==> src/rtl/debug_pkg.sv <==
// debug_pkg
// Shared definitions for the debug pager: segment width and the hex digit to
// seven-segment lookup. Segment encoding is active-high, bit order gfedcba
// (bit 6 = g, bit 0 = a); callers invert for active-low drive.
package debug_pkg;

  localparam int SEG_W = 7;

  function automatic logic [SEG_W-1:0] hex_to_seg(input logic [3:0] nib);
    logic [SEG_W-1:0] seg;
    case (nib)
      4'h0:    seg = 7'h3F;
      4'h1:    seg = 7'h06;
      4'h2:    seg = 7'h5B;
      4'h3:    seg = 7'h4F;
      4'h4:    seg = 7'h66;
      4'h5:    seg = 7'h6D;
      4'h6:    seg = 7'h7D;
      4'h7:    seg = 7'h07;
      4'h8:    seg = 7'h7F;
      4'h9:    seg = 7'h67;
      4'hA:    seg = 7'h77;
      4'hB:    seg = 7'h7C;
      4'hC:    seg = 7'h39;
      4'hD:    seg = 7'h5E;
      4'hE:    seg = 7'h79;
      default: seg = 7'h71;
    endcase
    return seg;
  endfunction

endpackage

==> src/rtl/key_debounce.sv <==
// key_debounce
// Conditions a raw, bouncing, active-low push-button into a single-cycle
// press pulse: 2-flop synchronizer, consecutive-cycle debouncer, and a
// falling-edge detector on the debounced level.
//
// Ports:
//   clk    in   clock, all state on the rising edge
//   rst    in   asynchronous reset, active-low
//   key_n  in   raw button, active-low, asynchronous to clk
//   pulse  out  one-cycle pulse per accepted press (stable 1->0)
module key_debounce #(
  parameter int CYCLES = 250000
) (
  input  logic clk,
  input  logic rst,
  input  logic key_n,
  output logic pulse
);

  localparam int CW = (CYCLES > 1) ? $clog2(CYCLES) : 1;
  localparam logic [CW-1:0] CNT_LAST = CW'(CYCLES - 1);

  if (CYCLES < 1) begin : g_cfg_err
    $error("key_debounce: CYCLES must be at least 1");
  end

  logic          sync1_q, sync1_d;
  logic          sync2_q, sync2_d;
  logic          stable_q, stable_d;
  logic [CW-1:0] cnt_q, cnt_d;
  logic          pulse_q, pulse_d;

  always_comb begin
    sync1_d  = key_n;
    sync2_d  = sync1_q;
    stable_d = stable_q;
    cnt_d    = '0;
    pulse_d  = 1'b0;
    // Counter only runs while the synchronized input disagrees with the
    // accepted level; any agreeing cycle restarts the qualification window.
    if (sync2_q != stable_q) begin
      if (cnt_q == CNT_LAST) begin
        stable_d = sync2_q;
        // Only a high-to-low transition is a press; release is silent.
        pulse_d  = stable_q;
      end else begin
        cnt_d = cnt_q + CW'(1);
      end
    end
  end

  always_ff @(posedge clk or negedge rst) begin
    if (!rst) begin
      sync1_q  <= 1'b1;
      sync2_q  <= 1'b1;
      stable_q <= 1'b1;
      cnt_q    <= '0;
      pulse_q  <= 1'b0;
    end else begin
      sync1_q  <= sync1_d;
      sync2_q  <= sync2_d;
      stable_q <= stable_d;
      cnt_q    <= cnt_d;
      pulse_q  <= pulse_d;
    end
  end

  assign pulse = pulse_q;

endmodule

==> src/rtl/debug_pager.sv <==
// debug_pager
// Pages a bank of 8-bit debug registers onto a multi-digit seven-segment
// display. Each page shows DIGITS/2 registers as hex. Pages advance on a
// debounced button press and/or on a periodic auto tick; a hold input
// freezes the captured register snapshot while still allowing paging.
//
// Ports:
//   clk         in   clock, all state on the rising edge
//   rst         in   asynchronous reset, active-low
//   regs_in     in   8*NUM_REGS, register i at [8i+7:8i]
//   step_n      in   raw push-button, active-low, may bounce
//   auto_en     in   enable timed page advance (level)
//   hold        in   freeze displayed snapshot (level)
//   seg_n       out  7*DIGITS active-low segments, digit d at [7d+6:7d], gfedcba
//   page        out  current page index
//   step_pulse  out  one-cycle pulse per accepted press
module debug_pager
  import debug_pkg::*;
#(
  parameter int  NUM_REGS        = 8,
  parameter int  DIGITS          = 4,
  parameter int  DEBOUNCE_CYCLES = 250000,
  parameter int  AUTO_TICKS      = 25000000,
  localparam int PAGES           = (DIGITS > 0) ? (2 * NUM_REGS / DIGITS) : 1,
  localparam int RPP             = DIGITS / 2,
  localparam int PW              = (PAGES > 1) ? $clog2(PAGES) : 1
) (
  input  logic                      clk,
  input  logic                      rst,
  input  logic [8*NUM_REGS-1:0]     regs_in,
  input  logic                      step_n,
  input  logic                      auto_en,
  input  logic                      hold,
  output logic [SEG_W*DIGITS-1:0]   seg_n,
  output logic [PW-1:0]             page,
  output logic                      step_pulse
);

  localparam int ACW = (AUTO_TICKS > 1) ? $clog2(AUTO_TICKS) : 1;
  localparam logic [ACW-1:0] TICK_LAST = ACW'(AUTO_TICKS - 1);
  localparam logic [PW-1:0]  PAGE_LAST = PW'(PAGES - 1);
  // Every digit shows "0" out of reset.
  localparam logic [SEG_W*DIGITS-1:0] SEG_RST = {DIGITS{~hex_to_seg(4'h0)}};

  if (DIGITS < 2 || (DIGITS % 2) != 0 || NUM_REGS < 1 ||
      ((2 * NUM_REGS) % DIGITS) != 0) begin : g_cfg_err
    $error("debug_pager: DIGITS must be even and divide 2*NUM_REGS");
  end

  if (AUTO_TICKS < 1 || DEBOUNCE_CYCLES < 1) begin : g_cnt_err
    $error("debug_pager: AUTO_TICKS and DEBOUNCE_CYCLES must be at least 1");
  end

  logic [ACW-1:0]            auto_cnt_q, auto_cnt_d;
  logic [PW-1:0]             page_q, page_d;
  logic [8*NUM_REGS-1:0]     snap_q, snap_d;
  logic [SEG_W*DIGITS-1:0]   seg_n_q, seg_n_d;
  logic                      auto_tick;
  logic                      advance;

  key_debounce #(
    .CYCLES (DEBOUNCE_CYCLES)
  ) u_key (
    .clk   (clk),
    .rst   (rst),
    .key_n (step_n),
    .pulse (step_pulse)
  );

  // Page word: first register of the page lands in the most significant
  // byte, so the display reads left-to-right in register order.
  function automatic logic [SEG_W*DIGITS-1:0] render(
    input logic [8*NUM_REGS-1:0] snap,
    input logic [PW-1:0]         pg
  );
    logic [4*DIGITS-1:0]     word;
    logic [SEG_W*DIGITS-1:0] segs;
    word = '0;
    for (int k = 0; k < RPP; k++) begin
      word[8*(RPP-1-k) +: 8] = snap[8*(int'(pg)*RPP + k) +: 8];
    end
    for (int d = 0; d < DIGITS; d++) begin
      segs[SEG_W*d +: SEG_W] = ~hex_to_seg(word[4*d +: 4]);
    end
    return segs;
  endfunction

  always_comb begin
    auto_tick = auto_en && (auto_cnt_q == TICK_LAST);

    // A press restarts the auto interval so the next timed advance comes a
    // full period after the manual one.
    if (!auto_en || step_pulse || auto_tick) begin
      auto_cnt_d = '0;
    end else begin
      auto_cnt_d = auto_cnt_q + ACW'(1);
    end

    // OR rather than sum: a press landing on a tick moves one page only.
    advance = step_pulse || auto_tick;
    page_d  = page_q;
    if (advance) begin
      page_d = (page_q == PAGE_LAST) ? '0 : page_q + PW'(1);
    end

    snap_d  = hold ? snap_q : regs_in;

    // Rendered from the registered snapshot and page, giving two cycles of
    // latency from regs_in and one from a page change.
    seg_n_d = render(snap_q, page_q);
  end

  always_ff @(posedge clk or negedge rst) begin
    if (!rst) begin
      auto_cnt_q <= '0;
      page_q     <= '0;
      snap_q     <= '0;
      seg_n_q    <= SEG_RST;
    end else begin
      auto_cnt_q <= auto_cnt_d;
      page_q     <= page_d;
      snap_q     <= snap_d;
      seg_n_q    <= seg_n_d;
    end
  end

  assign seg_n = seg_n_q;
  assign page  = page_q;

endmodule

==> config.mk <==
export PLATFORM = sky130hd
export DESIGN_NAME = debug_pager
export DESIGN_NICKNAME = d
export VERILOG_FILES = /design/src/rtl/debug_pkg.sv /design/src/rtl/key_debounce.sv /design/src/rtl/debug_pager.sv
export SDC_FILE = /design/constraint.sdc
export NUM_CORES = 1
export LEC_CHECK = 0
export CORE_MARGIN = 2
export CORE_UTILIZATION = 55
export DETAILED_ROUTE_END_ITERATION = 8
export PLACE_DENSITY = 0.84
export SLEW_MARGIN = 20
export SYNTH_ARGS = -nofsm -noshare
export SYNTH_HDL_FRONTEND = slang
export SYNTH_SLANG_ARGS = --single-unit
==> constraint.sdc <==
create_clock -name clk -period 6.09 [get_ports clk]
set_clock_uncertainty 0.05 [all_clocks]
set_input_delay 0.9135 -clock clk [delete_from_list [all_inputs] [get_ports clk]]
set_output_delay 0.9135 -clock clk [all_outputs]
set_load 0.01 [all_outputs]
==> results of run 1 <==
[layout make-up]
type / count / area [µm²] / area share (%)
sequential: 141 / 3537 / 40.88
multi-input combinational: 373 / 3077 / 35.56
tap: 168 / 210.2 / 2.429
clock inverter: 9 / 202.7 / 2.342
clock buffer: 23 / 508.0 / 5.870
inverter: 27 / 101.3 / 1.171
timing repair buffer: 103 / 1017 / 11.76
[final timing paths]
path / to / slack, ns / depth (start not counted)
setup / recovery: page[0] / 3.10 / 2
hold / removal: u_key.sync2_q$_DFF_PN1_ / 0.30 / 0
setup reg to reg: seg_n[3]$_DFF_PN0_ / 3.41 / 7
hold reg to reg: u_key.sync2_q$_DFF_PN1_ / 0.30 / 0
max in group asynchronous: auto_cnt_q[8]$_DFF_PN0_ / 4.26 / 2
min in group asynchronous: snap_q[9]$_DFFE_PN0N_ / 0.47 / 1
[sequential cells by signal, indices dropped and copies added, names as in the netlist]
name / cells
snap_q: 64
seg_n: 28
auto_cnt_q: 25
u_key.cnt_q: 18
page: 2
u_key.pulse: 1
u_key.stable_q: 1
u_key.sync1_q: 1
u_key.sync2_q: 1
[metrics by stage]
stage,hold WS [ns],area (µm²),instances,setup WS [ns]
finish,0.3041,8653,844,3.104
global route,0.3156,8653,844,3.012
CTS,0.3070,8653,844,3.037
detailed placement,0.2985,7943,812,2.963
global placement,0.3005,7943,812,3.061
floorplan,0.2952,6834,564,3.655
[synth_stat cells (7+ instances only)]
master	instances	share of area, %
dfstp_2	7	2.7
mux4_2	15	4.9
o21ai_0	13	0.95
xor2_1	16	2.1
mux2_2	69	11
nor2_1	30	1.6
ha_1	23	4.2
nand4_1	11	1.0
nand2b_1	8	0.73
dfrtp_1	134	49
nand3_1	23	1.7
mux2i_1	13	1.9
xnor2_1	9	1.2
or4_1	9	0.99
inv_1	27	1.5
o31ai_1	9	0.99
a21oi_1	26	1.9
buf_2	11	0.81
nand2_1	24	1.3
o22ai_1	17	1.6
clkbuf_1	9	0.49
[worst reg2reg max path: stages (launching register included)]
cell	delay, ns
dfrtp_1	0.60
buf_4	0.40
mux4_2	0.62
inv_1	0.14
ha_1	0.29
mux2_2	0.29
nand2_1	0.08
nand3_1	0.09
[where the power goes]
| group | internal (µW) | switching [µW] |
|---|---|---|
| logic | 200 | 171 |
| clock network | 835 | 386 |
| registers | 1020 | 39.2 |
| total | 2060 | 596 |
[routing by layer]
layer	vias to the layer above	wire length [µm]	track usage, %
met1	2457	5868	25.94
met3	29	730	5.701
li1	2244	-	-
met4	0	377	9.719
met2	158	8561	45.15
met5	-	0	0
[cells by family (layout without fill, tap and decap cells)]
| kind of cell | count (synthesis) | after routing | synth area share (%) |
|---|---|---|---|
| multiplexers | 97 | 97 | 18.22 |
| buffers and inverters | 50 | 162 | 3.222 |
| XOR/XNOR | 25 | 25 | 3.204 |
| flip-flops | 141 | 141 | 51.76 |
| AND/OR/NAND/NOR | 148 | 148 | 11.94 |
| AO/OA/AOI/OAI | 80 | 80 | 7.451 |
| adder cells (fa/ha/maj) | 23 | 23 | 4.211 |
==> results.toml, run 1 <==
[layout]
final_common_cell = "dfrtp_1"
fin_nets = 755
drive_gt1_share_pct = 20.12
antennaDiodeCount = 0
fill_cells = 782
area_growth_pct = 26.62
final_cell_mix = "dfrtp_1 (134), clkdlybuf4s50_1 (97), mux2_2 (69)"
post-route-util_pct = 71.74

[detailed_routing]
drc = 0
first_pass_iters = 5
wl_per_cell_um = 18.41
drt_wl_total_um = 15540
ant_nets = 0
drt_iter0_markers = 326
viasPerCell = 5.791
vias = 4888

[critical_path]
critPathTopFamily = "buffers and inverters"
critPathKind = "reg -> out"
rr_startpoint = "page[0]$_DFFE_PN0P_"
critPathMaxFanout = 15
required_ns = 5.13
slowest_delay_ns = 0.61
worstSetupStartpointType = "flip-flop"
critPathSlowestCell = "clkdlybuf4s50_1"
path_cells = "buf_4 -> clkdlybuf4s50_1"
cp.arrival_ns = 2.02
end_kind = "output pin"
cp_num_buf_inv = 2
worstSetupStartpoint = "page[0]$_DFFE_PN0P_"

[place]
gp_congestion = 0.8861
dp_hpwl_um = 9975
io_buffers = 99

[sta]
timing.setup.tns_ns = 0
hold_viol_final = 0
post-route-period-util_pct = 49.04
fin_crit_ns = 2.986
fmax_mhz = 334.9
rsz0062_at_grt = "no"
drv_slew = 0
slew_headroom_pct = 31.93
worst_slew_pin_slew_ns = 1.019
setup_viol = 0

[logic_synthesis]
avgSynthCellArea_um2 = 12.12
yosys_warnings = 0
netlist_area_mm2 = 0.006834
synthCells = 564
synth_edf_count = 0
yosysSeqAreaShare_pct = 51.76
synth.distinct_cells = 47
synth-seq-cells = 141
async_reset_ff_share_pct = 100.0
synth_nets = 656
ys.flop_type = "dfrtp_1"

[clock_network]
root_buffer = "clkbuf_16"
clk_latency_ns = 0.42
numCtsBuffers = 17
postCtsSetupRepairBufs = 0
postCtsHoldBufs = 0
htree_levels = 4
cts_buffer_depth = 2
numClockSinks = 141
cts_repair_resize_count = 0
cts_tree = "built"
clkTransAtPathRegs_ns = 0.06

[outcome]
status = "complete, no violations"

[pwr]
p_leak_uw = 0.003648
vdd_ir_drop_max_mv = 0.2077
p_per_area_mw_per_mm2 = 306.5
finalPower_uw = 2652

[grt]
grt_max_degree = 85
grt-ovfl-total = 0
first_global_vias = 5177
track_usage_pct = 24.06
grt_pass1_wl_um = 24560
antenna_found_initial = 0

[floorplan]
rows = 40
core_mm2 = 0.01206
die_y_um = 115.5
pin_count = 100
initial_core_util_pct = 56.66
dieArea_mm2 = 0.01333
fp.dieW_um = 115.5

[min_path]
hp-class = "reg -> reg"
min_from = "u_key.sync1_q$_DFF_PN1_"

[job]
drv_cap = 0
Note: power is estimated with default switching activity, not from simulation.
==> inputs of run 2 (changes only) <==
CORE_UTILIZATION = 49   (was 55)
PLACE_DENSITY = 0.79   (was 0.84)
clock period = 2.65 ns   (was 6.09 ns; I/O delays follow)
==> run 2 against run 1 <==
  * Hold slack about the same
  * Die area is 12% higher
  * Sequential power rose by 130%
  * Utilization decreased by 9.0 points
  * Setup slack lost 2.7 ns
  * Design area decreased by 0.19%
  * Sequential cell count stayed put
  * Critical endpoint is now seg_n[5]$_DFF_PN0_
  * Largest cell class unchanged
  * Largest power group is now sequential cells
==> results.toml, run 2 (synthesis gave the netlist of run 1 again) <==
[detailed_routing]
drc = 0
drt_iter0_markers = 502
first_pass_iters = 6
drt_wl_total_um = 14440
vias = 4772
wl_per_cell_um = 16.73
viasPerCell = 5.530
ant_nets = 0

[layout]
final_common_cell = "dfrtp_1"
drive_gt1_share_pct = 20.64
post-route-util_pct = 62.71
area_growth_pct = 26.38
largest_reg_flops = 64
final_cell_mix = "dfrtp_1 (134), clkdlybuf4s50_1 (97), mux2_2 (69)"
top_register = "snap_q"
stdcell_count = 863
fin_nets = 762
antennaDiodeCount = 0

[clock_network]
cts_tree = "built"
root_buffer = "clkbuf_16"
postCtsSetupRepairBufs = 0
numCtsBuffers = 17
htree_levels = 4
clkTransAtPathRegs_ns = 0.06
numClockSinks = 141
cts_buffer_depth = 2
clk_latency_ns = 0.41

[min_path]
whs_path_depth = 0
hold_end = "u_key.sync2_q$_DFF_PN1_"
hp-class = "reg -> reg"
min_from = "u_key.sync1_q$_DFF_PN1_"

[critical_path]
rr_startpoint = "page[1]$_DFFE_PN0P_"
critPathKind = "reg -> reg"
slowest_delay_ns = 0.46
end_kind = "flip-flop"
required_ns = 2.89
path_cells = "mux2_2 -> o21ai_0 -> inv_1 -> ha_1 -> nor2b_1 -> a21oi_1 -> o22ai_1"
critPathSlowestCell = "o21ai_0"
rrSetupSlack_ns = 0.37
ff2ff_path_depth = 7
cp.arrival_ns = 2.52
worstSetupStartpointType = "flip-flop"
reg2reg_to = "seg_n[5]$_DFF_PN0_"
critPathMaxFanout = 5

[floorplan]
die_y_um = 122.1
initial_core_util_pct = 49.62
pin_count = 100
rows = 43
core_mm2 = 0.01377
dieArea_mm2 = 0.01491
fp.dieW_um = 122.1

[sta]
rsz0062_at_grt = "no"
timing.setup.tns_ns = 0
slew_headroom_pct = 56.02
drv_slew = 0
setup_viol = 0
post-route-period-util_pct = 86.19
worst_slew_pin_slew_ns = 0.6597
fin_crit_ns = 2.284
fmax_mhz = 437.8
hold_viol_final = 0
finalWorstSetupSlack_ns = 0.3659

[place]
dp_cells = 830
io_buffers = 99
pre_cts_slack_ns = 0.3830
dp_hpwl_um = 9885
gp_congestion = 0.8320

[grt]
grt_max_degree = 73
first_global_vias = 4728
grt-ovfl-total = 0
antenna_found_initial = 0
grt_pass1_wl_um = 23120
track_usage_pct = 20.04

[job]
drv_cap = 0

[outcome]
status = "complete, no violations"

[pwr]
vdd_ir_drop_max_mv = 0.4642
p_per_area_mw_per_mm2 = 650.3
p_leak_uw = 0.003628
finalPower_uw = 5617
## run 2: metrics by stage
stage | hold WS (ns) | cell area [µm²]
after floorplan | 0.05191 | 6834
after global placement | 0.2966 | 8040
after detailed placement | 0.2969 | 8040
after CTS | 0.3051 | 8637
after global routing | 0.3064 | 8637
final | 0.3043 | 8637
## run 2: worst max-delay path by stage
stage | from | to | slack, ns | cells past startpoint
2_1_floorplan | page[1]$_DFFE_PN0P_ | seg_n[3]$_DFF_PN0_ | 0.21 | 8
3_3_place_gp | auto_en | auto_cnt_q[8]$_DFF_PN0_ | 0.44 | 6
3_5_place_dp | auto_en | auto_cnt_q[23]$_DFF_PN0_ | 0.38 | 6
4_1_cts | page[1]$_DFFE_PN0P_ | seg_n[5]$_DFF_PN0_ | 0.40 | 7
5_1_grt | page[1]$_DFFE_PN0P_ | seg_n[5]$_DFF_PN0_ | 0.26 | 7
6_report | page[1]$_DFFE_PN0P_ | seg_n[5]$_DFF_PN0_ | 0.37 | 7
## run 2: timing repair
item                                    4_1_cts  5_1_grt
hold buffers                                  1        0
endpoints found under the setup margin        0        0
hold endpoints to repair                     67        0
gates resized for setup                       0        0
## run 2: final cells by class
cell class	instances	area [µm²]
clock inverters	11	116.4
well taps	180	225.2
inverters	27	101.3
repair buffers	110	1110
clock buffers	21	470.5
multi-input cells	373	3077
fillers	1082	5136
flip-flops and latches	141	3537
## run 2: worst max-delay path, delay by kind of cell (launching register included)
kind | cells | cell delay (ns)
AO/OA/AOI/OAI | 3 | 0.74
adder cells (fa/ha/maj) | 1 | 0.26
buffers and inverters | 1 | 0.18
flip-flops | 1 | 0.43
multiplexers | 1 | 0.35
AND/OR/NAND/NOR | 1 | 0.15
## run 2: per-layer routing
layer  vias up  wire length (µm)  track usage [%]
li1       2249                 -                -
met1      2386              6177            24.85
met2       118              7470            34.36
met3        19               595            5.337
met4         0               192            6.106
met5         -                 0                0
## run 2: power by group
group | internal, µW | total (µW) | switching (µW)
sequential | 2350 | 2430 | 81.6
clock | 1450 | 2330 | 881
combinational | 469 | 856 | 388
total | 4270 | 5620 | 1350
